**src/rtl/id_stage.sv**
```systemverilog
// RV32I decode stage: combinational decode of the fetched word into a one-entry
// valid/ready holding register, with load-use stall, flush and saturating statistics.
module id_stage #(
    parameter int XLEN   = 32,
    parameter int CNT_W  = 16,
    parameter bit STR_EN = 1'b1
) (
    input  logic             clk,
    input  logic             reset,
    input  logic             in_valid,
    output logic             in_ready,
    input  logic [31:0]      in_instr,
    input  logic [XLEN-1:0]  in_pc,
    input  logic             flush,
    input  logic             ex_load_valid,
    input  logic [4:0]       ex_load_rd,
    output logic             out_valid,
    input  logic             out_ready,
    output logic [XLEN-1:0]  out_pc,
    output logic [6:0]       opcode,
    output logic [2:0]       func3,
    output logic [6:0]       func7,
    output logic [4:0]       rd,
    output logic [4:0]       rs1,
    output logic [4:0]       rs2,
    output logic [XLEN-1:0]  imm,
    output logic             reg_we,
    output logic             mem_rd,
    output logic             mem_wr,
    output logic             branch,
    output logic             jump,
    output logic             alu_imm,
    output logic             illegal,
    output logic [79:0]      decode_str,
    output logic [CNT_W-1:0] decode_cnt,
    output logic [CNT_W-1:0] illegal_cnt
);
    localparam logic [6:0] OP_LUI   = 7'h37;
    localparam logic [6:0] OP_AUIPC = 7'h17;
    localparam logic [6:0] OP_JAL   = 7'h6F;
    localparam logic [6:0] OP_JALR  = 7'h67;
    localparam logic [6:0] OP_BR    = 7'h63;
    localparam logic [6:0] OP_LOAD  = 7'h03;
    localparam logic [6:0] OP_STORE = 7'h23;
    localparam logic [6:0] OP_IMM   = 7'h13;
    localparam logic [6:0] OP_REG   = 7'h33;
    localparam logic [6:0] OP_FENCE = 7'h0F;
    localparam logic [6:0] OP_SYS   = 7'h73;

    typedef struct packed {
        logic [6:0]      opcode;
        logic [2:0]      func3;
        logic [6:0]      func7;
        logic [4:0]      rd;
        logic [4:0]      rs1;
        logic [4:0]      rs2;
        logic [XLEN-1:0] imm;
        logic            reg_we;
        logic            mem_rd;
        logic            mem_wr;
        logic            branch;
        logic            jump;
        logic            alu_imm;
        logic            illegal;
        logic [79:0]     str;
    } dec_t;

    logic [6:0] op;
    logic [2:0] f3;
    logic [6:0] f7;
    logic is_r, is_i, is_ld, is_st, is_br, is_jal, is_jalr, is_lui, is_auipc, is_fence, is_sys;
    logic known, bad, has_rd, uses_rs1, uses_rs2;
    logic [31:0]      imm32;
    logic [XLEN+31:0] imm_wide;
    logic [79:0]      mnem;
    dec_t             dec_next;

    dec_t             dec_reg;
    logic             held_reg;
    logic [XLEN-1:0]  pc_reg;
    logic [CNT_W-1:0] decode_cnt_reg;
    logic [CNT_W-1:0] illegal_cnt_reg;

    logic hazard, xfer, accept;

    assign op = in_instr[6:0];
    assign f3 = in_instr[14:12];
    assign f7 = in_instr[31:25];

    assign is_r     = (op == OP_REG);
    assign is_i     = (op == OP_IMM);
    assign is_ld    = (op == OP_LOAD);
    assign is_st    = (op == OP_STORE);
    assign is_br    = (op == OP_BR);
    assign is_jal   = (op == OP_JAL);
    assign is_jalr  = (op == OP_JALR);
    assign is_lui   = (op == OP_LUI);
    assign is_auipc = (op == OP_AUIPC);
    assign is_fence = (op == OP_FENCE);
    assign is_sys   = (op == OP_SYS);

    assign known    = is_r | is_i | is_ld | is_st | is_br | is_jal | is_jalr |
                      is_lui | is_auipc | is_fence | is_sys;
    assign has_rd   = is_r | is_i | is_ld | is_jal | is_jalr | is_lui | is_auipc;
    assign uses_rs1 = is_r | is_i | is_ld | is_st | is_br | is_jalr;
    assign uses_rs2 = is_r | is_st | is_br;

    always_comb begin
        bad = !known;
        if (is_ld && (f3 == 3'd3 || f3 == 3'd6 || f3 == 3'd7)) bad = 1'b1;
        if (is_st && f3 >= 3'd3) bad = 1'b1;
        if (is_br && (f3 == 3'd2 || f3 == 3'd3)) bad = 1'b1;
        if (is_jalr && f3 != 3'd0) bad = 1'b1;
        if (is_r && !(f7 == 7'h00 || (f7 == 7'h20 && (f3 == 3'd0 || f3 == 3'd5)))) bad = 1'b1;
        if (is_i && f3 == 3'd1 && f7 != 7'h00) bad = 1'b1;
        if (is_i && f3 == 3'd5 && f7 != 7'h00 && f7 != 7'h20) bad = 1'b1;
        if (is_sys && in_instr != 32'h0000_0073 && in_instr != 32'h0010_0073) bad = 1'b1;
    end

    always_comb begin
        imm32 = 32'd0;
        if (is_i && (f3 == 3'd1 || f3 == 3'd5))
            imm32 = {27'd0, in_instr[24:20]};
        else if (is_i || is_ld || is_jalr || is_fence || is_sys)
            imm32 = {{20{in_instr[31]}}, in_instr[31:20]};
        else if (is_st)
            imm32 = {{20{in_instr[31]}}, in_instr[31:25], in_instr[11:7]};
        else if (is_br)
            imm32 = {{19{in_instr[31]}}, in_instr[31], in_instr[7], in_instr[30:25], in_instr[11:8], 1'b0};
        else if (is_jal)
            imm32 = {{11{in_instr[31]}}, in_instr[31], in_instr[19:12], in_instr[20], in_instr[30:21], 1'b0};
        else if (is_lui || is_auipc)
            imm32 = {in_instr[31:12], 12'd0};
    end

    // Sign-extend through a double-width temporary so XLEN=32 needs no zero-width replication.
    assign imm_wide = {{XLEN{imm32[31]}}, imm32};

    always_comb begin
        mnem = 80'("UNKNOWN");
        case (op)
            OP_REG: case (f3)
                3'd0: mnem = f7[5] ? 80'("SUB") : 80'("ADD");
                3'd1: mnem = 80'("SLL");
                3'd2: mnem = 80'("SLT");
                3'd3: mnem = 80'("SLTU");
                3'd4: mnem = 80'("XOR");
                3'd5: mnem = f7[5] ? 80'("SRA") : 80'("SRL");
                3'd6: mnem = 80'("OR");
                default: mnem = 80'("AND");
            endcase
            OP_IMM: case (f3)
                3'd0: mnem = 80'("ADDI");
                3'd1: mnem = 80'("SLLI");
                3'd2: mnem = 80'("SLTI");
                3'd3: mnem = 80'("SLTIU");
                3'd4: mnem = 80'("XORI");
                3'd5: mnem = f7[5] ? 80'("SRAI") : 80'("SRLI");
                3'd6: mnem = 80'("ORI");
                default: mnem = 80'("ANDI");
            endcase
            OP_LOAD: case (f3)
                3'd0: mnem = 80'("LB");
                3'd1: mnem = 80'("LH");
                3'd2: mnem = 80'("LW");
                3'd4: mnem = 80'("LBU");
                3'd5: mnem = 80'("LHU");
                default: ;
            endcase
            OP_STORE: case (f3)
                3'd0: mnem = 80'("SB");
                3'd1: mnem = 80'("SH");
                3'd2: mnem = 80'("SW");
                default: ;
            endcase
            OP_BR: case (f3)
                3'd0: mnem = 80'("BEQ");
                3'd1: mnem = 80'("BNE");
                3'd4: mnem = 80'("BLT");
                3'd5: mnem = 80'("BGE");
                3'd6: mnem = 80'("BLTU");
                3'd7: mnem = 80'("BGEU");
                default: ;
            endcase
            OP_JAL:   mnem = 80'("JAL");
            OP_JALR:  mnem = 80'("JALR");
            OP_LUI:   mnem = 80'("LUI");
            OP_AUIPC: mnem = 80'("AUIPC");
            OP_FENCE: mnem = 80'("FENCE");
            OP_SYS:   mnem = in_instr[20] ? 80'("EBREAK") : 80'("ECALL");
            default: ;
        endcase
        if (bad) mnem = 80'("UNKNOWN");
    end

    always_comb begin
        dec_next         = '0;
        dec_next.opcode  = op;
        dec_next.func3   = f3;
        dec_next.func7   = f7;
        dec_next.rd      = has_rd   ? in_instr[11:7]  : 5'd0;
        dec_next.rs1     = uses_rs1 ? in_instr[19:15] : 5'd0;
        dec_next.rs2     = uses_rs2 ? in_instr[24:20] : 5'd0;
        dec_next.imm     = imm_wide[XLEN-1:0];
        dec_next.reg_we  = !bad && has_rd && (in_instr[11:7] != 5'd0);
        dec_next.mem_rd  = !bad && is_ld;
        dec_next.mem_wr  = !bad && is_st;
        dec_next.branch  = !bad && is_br;
        dec_next.jump    = !bad && (is_jal || is_jalr);
        dec_next.alu_imm = !bad && (is_i || is_ld || is_st || is_jalr || is_lui || is_auipc);
        dec_next.illegal = bad;
        dec_next.str     = mnem;
    end

    // rs1/rs2 are zeroed for formats that do not read them, and rd==0 never stalls,
    // so a plain index match is equivalent to gating with the per-format use flags.
    assign hazard    = ex_load_valid && (ex_load_rd != 5'd0) &&
                       ((dec_reg.rs1 == ex_load_rd) || (dec_reg.rs2 == ex_load_rd));
    assign out_valid = !reset && held_reg && !hazard;
    assign xfer      = out_valid && out_ready;
    assign in_ready  = !reset && !flush && (!held_reg || xfer);
    assign accept    = in_valid && in_ready;

    always_ff @(posedge clk) begin
        if (reset) begin
            held_reg        <= 1'b0;
            pc_reg          <= '0;
            dec_reg         <= '0;
            decode_cnt_reg  <= '0;
            illegal_cnt_reg <= '0;
        end else begin
            if (accept) begin
                held_reg <= 1'b1;
                pc_reg   <= in_pc;
                dec_reg  <= dec_next;
            end else if (flush || xfer) begin
                held_reg <= 1'b0;
            end
            if (xfer && !flush) begin
                if (decode_cnt_reg != '1)
                    decode_cnt_reg <= decode_cnt_reg + CNT_W'(1);
                if (dec_reg.illegal && illegal_cnt_reg != '1)
                    illegal_cnt_reg <= illegal_cnt_reg + CNT_W'(1);
            end
        end
    end

    assign out_pc      = pc_reg;
    assign opcode      = dec_reg.opcode;
    assign func3       = dec_reg.func3;
    assign func7       = dec_reg.func7;
    assign rd          = dec_reg.rd;
    assign rs1         = dec_reg.rs1;
    assign rs2         = dec_reg.rs2;
    assign imm         = dec_reg.imm;
    assign reg_we      = dec_reg.reg_we;
    assign mem_rd      = dec_reg.mem_rd;
    assign mem_wr      = dec_reg.mem_wr;
    assign branch      = dec_reg.branch;
    assign jump        = dec_reg.jump;
    assign alu_imm     = dec_reg.alu_imm;
    assign illegal     = dec_reg.illegal;
    assign decode_cnt  = decode_cnt_reg;
    assign illegal_cnt = illegal_cnt_reg;

    generate
        if (STR_EN) begin : gen_str
            assign decode_str = reset     ? 80'("RESET")  :
                                !held_reg ? 80'("BUBBLE") : dec_reg.str;
        end else begin : gen_no_str
            assign decode_str = 80'd0;
        end
    endgenerate
endmodule
```
**config.mk**
```make
export PLATFORM = sky130hd
export DESIGN_NAME = id_stage
export DESIGN_NICKNAME = d
export VERILOG_FILES = /design/src/rtl/id_stage.sv
export SDC_FILE = /design/constraint.sdc
export NUM_CORES = 1
export LEC_CHECK = 0
export CORE_AREA = 2 2 152 154
export CTS_CLUSTER_DIAMETER = 60
export CTS_CLUSTER_SIZE = 14
export DETAILED_ROUTE_END_ITERATION = 10
export DIE_AREA = 0 0 154 156
export PLACE_DENSITY = 0.79
export SYNTH_ARGS = -nofsm -noshare
export SYNTH_HDL_FRONTEND = slang
export SYNTH_SLANG_ARGS = --single-unit
```
**constraint.sdc**
```tcl
create_clock -name clk -period 2.3 [get_ports clk]
set_input_delay 0.575 -clock clk [delete_from_list [all_inputs] [get_ports clk]]
set_output_delay 0.575 -clock clk [all_outputs]
set_load 0.01 [all_outputs]
```
# Word level (Yosys, flattened, before mapping)
# Cells that the tools add are included.
[totals]
reg_bits = 216
[op_classes]
add_sub_neg = 2
order_cmp = 1
muxes = 32
eq_ne = 26
bitwise_logic = 17
reduce_logical = 66
[ops]
columns = ["op", "n"]
rows = [
  ["55-bit case mux with 11 select lines", 1],
  ["55-bit case mux with 6 select lines", 1],
  ["55-bit case mux with 5 select lines", 1],
  ["39-bit case mux with 7 select lines", 1],
  ["80-bit two-way mux", 3],
  ["31-bit case mux with 7 select lines", 1],
  ["32-bit two-way mux", 6],
  ["55-bit case mux with 3 select lines", 1],
  ["47-bit two-way mux", 1],
  ["16-bit by 1-bit adder with 16-bit output, second input constant", 2],
  ["16-bit inequality test, second input constant", 2],
  ["32-bit by 21-bit inequality test with 1-bit output, second input constant", 1],
  ["32-bit by 7-bit inequality test with 1-bit output, second input constant", 1],
  ["1-bit logical AND", 31],
  ["7-bit by 6-bit equality test with 1-bit output, second input constant", 4],
  ["7-bit equality test, second input constant", 4],
  ["21-bit two-way mux", 1],
  ["1-bit logical OR", 19],
  ["1-bit bitwise OR", 17],
  ["5-bit two-way mux", 3],
  ["7-bit by 5-bit equality test with 1-bit output, second input constant", 2],
  ["3-bit equality test, second input constant", 4],
  ["12-bit two-way mux", 1],
  ["5-bit equality test", 2],
  ["16 further kinds", 34],
]

# Logic depth before layout (Yosys ltp)
[depth]
ltp_word = 23
depth_mapped = 9
mapped_depth_nobuf = 6

# Least setup slack after synthesis
# No wires, ideal clock.
[synth_timing]
kind = "in2out"
start = "input port reset"
end = "output port decode_str[43]"
path_buffers = 4
stages = 5
arrival_ns = 1.900
slack_ns = -0.175
cell_sequence = "clkbuf_1 > clkbuf_1 > clkbuf_1 > nor3_1 > buf_4"
[synth_via]
elab_chain_len = 1
[synth_lines]
columns = ["item", "line", "source"]
rows = [
  ["start, declared", "9", "input logic reset,"],
  ["80-bit two-way mux", "268", "assign decode_str = reset ? 80'(\"RESET\") :"],
  ["end, declared", "34", "output logic [79:0] decode_str,"],
]
# Every way passes these cells.

# Worst setup path in the final report
[layout_timing]
start = "input port ex_load_rd[1]"
end = "output port in_ready"
[layout_via]
elab_chain_len = 8
word_cells_on_any_way = 11
cone_classes = "eq/ne (2); reduce/logical (9)"
[layout_lines]
columns = ["item", "line", "source"]
rows = [
  ["start, declared", "16", "input logic [4:0] ex_load_rd,"],
  ["5-bit equality test / 5-bit nonzero test (equally long branches)", "218, 217", ""],
  ["1-bit logical OR / 1-bit logical AND (equally long branches)", "218, 217", ""],
  ["1-bit logical AND *", "217", "assign hazard = ex_load_valid && (ex_load_rd != 5'd0) &&"],
  ["1-bit zero test *", "219", "assign out_valid = !reset && held_reg && !hazard;"],
  ["1-bit logical AND *", "219", ""],
  ["1-bit logical AND *", "220", "assign xfer = out_valid && out_ready;"],
  ["1-bit logical OR *", "221", "assign in_ready = !reset && !flush && (!held_reg || xfer);"],
  ["1-bit logical AND *", "221", ""],
  ["end, declared", "11", "output logic in_ready,"],
]
# Mark *: on every way between the ends. The rest lies on a longest branch, timed or not.

==> report_table.html <==
<table>
<tr><th>Metric</th><th>Value</th></tr>
<tr><th colspan="2">Flow run</th></tr>
<tr><td>Max-cap violations</td><td>0</td></tr>
<tr><th colspan="2">Placed design</th></tr>
<tr><td>Port Buf Inserts</td><td>250</td></tr>
<tr><td>Detail Placement HPWL</td><td>about 27 mm</td></tr>
<tr><td>Final weighted congestion of routability-driven global placement</td><td>around 1</td></tr>
<tr><th colspan="2">Logic synthesis</th></tr>
<tr><td>YS warnings</td><td>0</td></tr>
<tr><td>Sequential cell area fraction in the yosys report</td><td>between 30% and 40%</td></tr>
<tr><td>Share of synthesized cell area in full adder, half adder and majority cells</td><td>less than 1%</td></tr>
<tr><td>Number of library cell types mapped by synthesis</td><td>79</td></tr>
<tr><td>Post-Syn Area per Cell</td><td>just under 8 um2</td></tr>
<tr><td>Post-Synth Simple-Gate Area</td><td>a little under a quarter</td></tr>
<tr><td>Cell area after technology mapping</td><td>9429 um2</td></tr>
<tr><td>Mux share of post-synthesis cell area</td><td>less than 1%</td></tr>
<tr><td>Cell count after synthesis</td><td>1216</td></tr>
<tr><td>Post-synth ARST share</td><td>0%</td></tr>
<tr><td>Post-synthesis xor/xnor area fraction</td><td>1.208%</td></tr>
<tr><td>Number of synthesized flops with an enable pin</td><td>0</td></tr>
<tr><td>Dominant combinational cell family by area after synthesis</td><td>compound AO/OA/AOI/OAI gates</td></tr>
<tr><td>Number of synthesized register bits</td><td>approximately 170</td></tr>
<tr><td>Predominant post-synthesis flop cell</td><td>dfxtp_1</td></tr>
<tr><td>Synthesized-area fraction occupied by ao, oa, aoi and oai cells</td><td>25.77%</td></tr>
<tr><th colspan="2">Setup path</th></tr>
<tr><td>Critical path class</td><td>primary input to primary output</td></tr>
<tr><td>Data required, critical path</td><td>1.73 ns</td></tr>
<tr><td>Crit start category</td><td>primary input</td></tr>
<tr><td>Delay of the slowest cell on the worst path</td><td>0.53 ns</td></tr>
<tr><td>CP endpoint kind</td><td>primary output</td></tr>
<tr><td>Cell Chain, Critical Path</td><td>buf_6 -&gt; or4_4 -&gt; o21ai_4 -&gt; o21a_1 -&gt; nor2_2 -&gt; nor3_2 -&gt; buf_2</td></tr>
<tr><td>Data arrival time at the worst-slack endpoint</td><td>around 1.9 ns</td></tr>
<tr><td>Highest fanout seen on the critical path</td><td>2</td></tr>
<tr><td>Path depth of the worst reg2reg path</td><td>11</td></tr>
<tr><td>Slowest stage cell on the critical path</td><td>or4_4</td></tr>
<tr><th colspan="2">Drt</th></tr>
<tr><td>Routed vias</td><td>~11000</td></tr>
<tr><td>Residual DRC</td><td>0</td></tr>
<tr><td>Mean number of vias per cell</td><td>roughly 5.8</td></tr>
<tr><td>Number of iterations in the first detailed-routing pass</td><td>6</td></tr>
<tr><td>Post-DR wirelength/cell</td><td>between 20 and 25 um</td></tr>
<tr><td>Final ANT Viol Nets</td><td>0</td></tr>
<tr><td>Wirelength, routed</td><td>between 40 and 50 mm</td></tr>
<tr><td>DRT iter0 DRCs</td><td>between 1000 and 1500</td></tr>
<tr><th colspan="2">STA</th></tr>
<tr><td>Post-layout minimum cycle time</td><td>roughly 2.5 ns</td></tr>
<tr><td>Upper clock frequency limit</td><td>401.0 MHz</td></tr>
<tr><td>Slew @ Worst Pin</td><td>between 0.6 and 0.7 ns</td></tr>
<tr><td>Final Setup Violations</td><td>67</td></tr>
<tr><td>Fin crit share</td><td>108.4%</td></tr>
<tr><td>Post-route setup slack</td><td>-0.1940 ns</td></tr>
<tr><td>Pins Over Slew Limit</td><td>0</td></tr>
<tr><td>Worst max-slew margin expressed relative to the limit</td><td>a little over half</td></tr>
<tr><td>Unrepaired setup endpoints after global routing</td><td>true</td></tr>
<tr><td>Final Hold Viols</td><td>0</td></tr>
<tr><td>Final setup skew</td><td>approximately 0.014 ns</td></tr>
<tr><th colspan="2">Floorplanning</th></tr>
<tr><td>Standard-cell rows</td><td>55</td></tr>
<tr><td>Die outline height</td><td>156 um</td></tr>
<tr><td>IO Count</td><td>292</td></tr>
<tr><td>Core box area</td><td>approximately 22000 um2</td></tr>
<tr><td>Die boundary width</td><td>approximately 150 um</td></tr>
<tr><td>Effective utilization at floorplan</td><td>between 40 and 50%</td></tr>
<tr><td>Die area</td><td>24020 um2</td></tr>
<tr><th colspan="2">Global route</th></tr>
<tr><td>Total GRT Usage</td><td>between 30 and 40%</td></tr>
<tr><td>First-pass GRT wire length</td><td>58.10 mm</td></tr>
<tr><td>Met2 Usage GRT</td><td>between 50% and 60%</td></tr>
<tr><td>GR peak layer</td><td>met2</td></tr>
<tr><td>Maximum number of pins on one net before global-route repair</td><td>53</td></tr>
<tr><td>Number of antenna violations at the first check in global routing</td><td>0</td></tr>
<tr><td>Total congestion overflow after global routing</td><td>0</td></tr>
<tr><td>Met1 layer usage reported by global route</td><td>approximately two fifths</td></tr>
<tr><td>Vias in the first global route</td><td>10360</td></tr>
<tr><td>Met3 GRT Util</td><td>between 7 and 8%</td></tr>
<tr><th colspan="2">CTS</th></tr>
<tr><td>Buffers from clock root to sink, at most</td><td>2</td></tr>
<tr><td>Clk Latency, worst-skew pair</td><td>around 0.44 ns</td></tr>
<tr><td>CTS tree</td><td>built</td></tr>
<tr><td>H-tree Lvls</td><td>4</td></tr>
<tr><td>Clock tree sinks</td><td>about 170</td></tr>
<tr><td>Master cell of the clock root buffer</td><td>clkbuf_16</td></tr>
<tr><td>Number of clock buffers inserted by TritonCTS</td><td>17</td></tr>
<tr><td>Clock Pin Slew Worst Setup and Hold Paths</td><td>approximately 0.07 ns</td></tr>
<tr><th colspan="2">Cells and area</th></tr>
<tr><td>Area grow syn2layout</td><td>60.16%</td></tr>
<tr><td>Fraction of layout cells with a size suffix above 1</td><td>28.39%</td></tr>
<tr><td>Antenna diode count</td><td>0</td></tr>
<tr><td>Core occupancy in the finished layout</td><td>approximately 68%</td></tr>
<tr><td>Total number of nets in the final design</td><td>between 1500 and 2000</td></tr>
<tr><th colspan="2">Power</th></tr>
<tr><td>Clock group share of total power</td><td>roughly two fifths</td></tr>
<tr><td>Internal</td><td>approximately 5.4 mW</td></tr>
<tr><td>Proportion of total power due to net switching</td><td>between 20% and 30%</td></tr>
<tr><td>Leakage power figure</td><td>just under 6 nW</td></tr>
<tr><td>Overall power after layout</td><td>between 7 and 8 mW</td></tr>
<tr><td>Net Sw Power</td><td>~2.2 mW</td></tr>
<tr><td>Cell area power density</td><td>about 500 nW/um2</td></tr>
<tr><td>Combinational group share of total power</td><td>between 20% and 30%</td></tr>
<tr><td>Highest ir drop seen on vdd</td><td>between 0.0004 and 0.0005 V</td></tr>
<tr><td>Sequential fraction of design power</td><td>40.0%</td></tr>
<tr><th colspan="2">Hold path</th></tr>
<tr><td>Cells on Worst Hold Path</td><td>2</td></tr>
<tr><td>Hold Crit Class</td><td>flip-flop to flip-flop</td></tr>
<tr><th colspan="2">Status</th></tr>
<tr><td>Violations in the final reports</td><td>negative setup slack</td></tr>
<tr><td>Result of the run</td><td>finished with violations</td></tr>
</table>
per-stage QoR:
stage          cells  instance area (um2)  hold WS (ns)  worst slack [ns]  TNS (ns)
6_report        1895                15100        0.4517           -0.1940    -2.691
4_1_cts         1872                14430        0.4529           -0.2419    -1.521
5_1_grt         1895                15100        0.4599           -0.2463    -6.926
2_1_floorplan   1256                 9628        0.4274          -0.04612   -0.2992
3_3_place_gp    1821                13150        0.4363           -0.9293   -104.24
3_5_place_dp    1821                13150        0.4433           -0.9403   -108.70
worst paths after layout:
kind | start | end | slack, ns
min | opcode[5] | opcode[5] | 0.45
max reg2reg | rs2[3] | dec_reg[52] | 0.02
max | ex_load_rd[1] | in_ready | -0.19
min reg2reg | opcode[5] | opcode[5] | 0.45
cell usage in the layout (no fill, tap or decap), types with 14 or more instances in the layout:
cell type,n
a21oi_1,121
a21oi_2,21
and3_1,27
buf_12,18
buf_4,228
buf_6,33
clkbuf_16,23
clkdlybuf4s50_1,189
conb_1,41
dfxtp_1,166
dlygate4sd2_1,38
nand2_1,167
nand3_1,36
nor2_1,55
nor3_1,29
o21ai_0,46
o2bb2ai_1,18
or3_1,14
layer usage:
layer | vias up | wire [um]
li1 | 5023 | -
met1 | 5221 | 15790
met2 | 636 | 19290
met3 | 112 | 3506
met4 | 0 | 1434
met5 | - | 0
critical path: cells and delay by family:
family / cells / cell delay, ns
AOI/OAI and AO/OA: 2 / 0.38
buffers and inverters: 2 / 0.25
and+or+nand+nor: 3 / 0.71
layout make-up:
type / count / area [um2]
sequential: 167 / 3344
tap: 285 / 356.6
timing repair buffer: 535 / 5082
clock buffer: 18 / 439.2
inverter: 14 / 56.30
clock inverter: 13 / 158.9
multi-input combinational: 863 / 5664
fill: 1725 / 7263
what timing repair did:
| item | CTS | global route |
|---|---|---|
| gates resized for setup | 184 | 96 |
| setup buffers | 15 | 18 |
| pin swaps | 63 | 38 |
| hold buffers | 0 | 0 |
| setup endpoints to repair | 201 | 174 |
| gates cloned | 6 | 7 |
logic make-up (layout without fill, tap and decap cells):
family,Yosys count,count (layout)
buf+inv,227,580
mux,3,3
other cells,1,41
xor+xnor,13,13
compound gates,362,363
simple gates,441,441
flops,167,167
fa+ha+maj,2,2
synth_stat cells (all sizes together), types with 18 or more instances:
library cell	number	area share [%]
nand3	38	2.0
dfxtp	167	35
clkbuf	63	2.5
buf	150	11
nor2	64	2.6
o2bb2ai	19	1.8
o21ai	51	2.8
nor3	38	2.1
and3	28	1.9
a21oi	142	7.5
nand2	169	6.7
or3	18	1.2
power by group through the flow:
| stage | Sequential (mW) | Clock, mW | Combinational (mW) |
|---|---|---|---|
| 2_1_floorplan | 3.10 | 0 | 0.648 |
| 3_3_place_gp | 3.09 | 0 | 1.30 |
| 3_5_place_dp | 3.10 | 0 | 1.31 |
| 4_1_cts | 3.03 | 3.01 | 1.40 |
| 5_1_grt | 3.05 | 3.12 | 1.64 |
| 6_report | 3.04 | 3.00 | 1.55 |
Note: power is estimated with default switching activity, not from simulation.
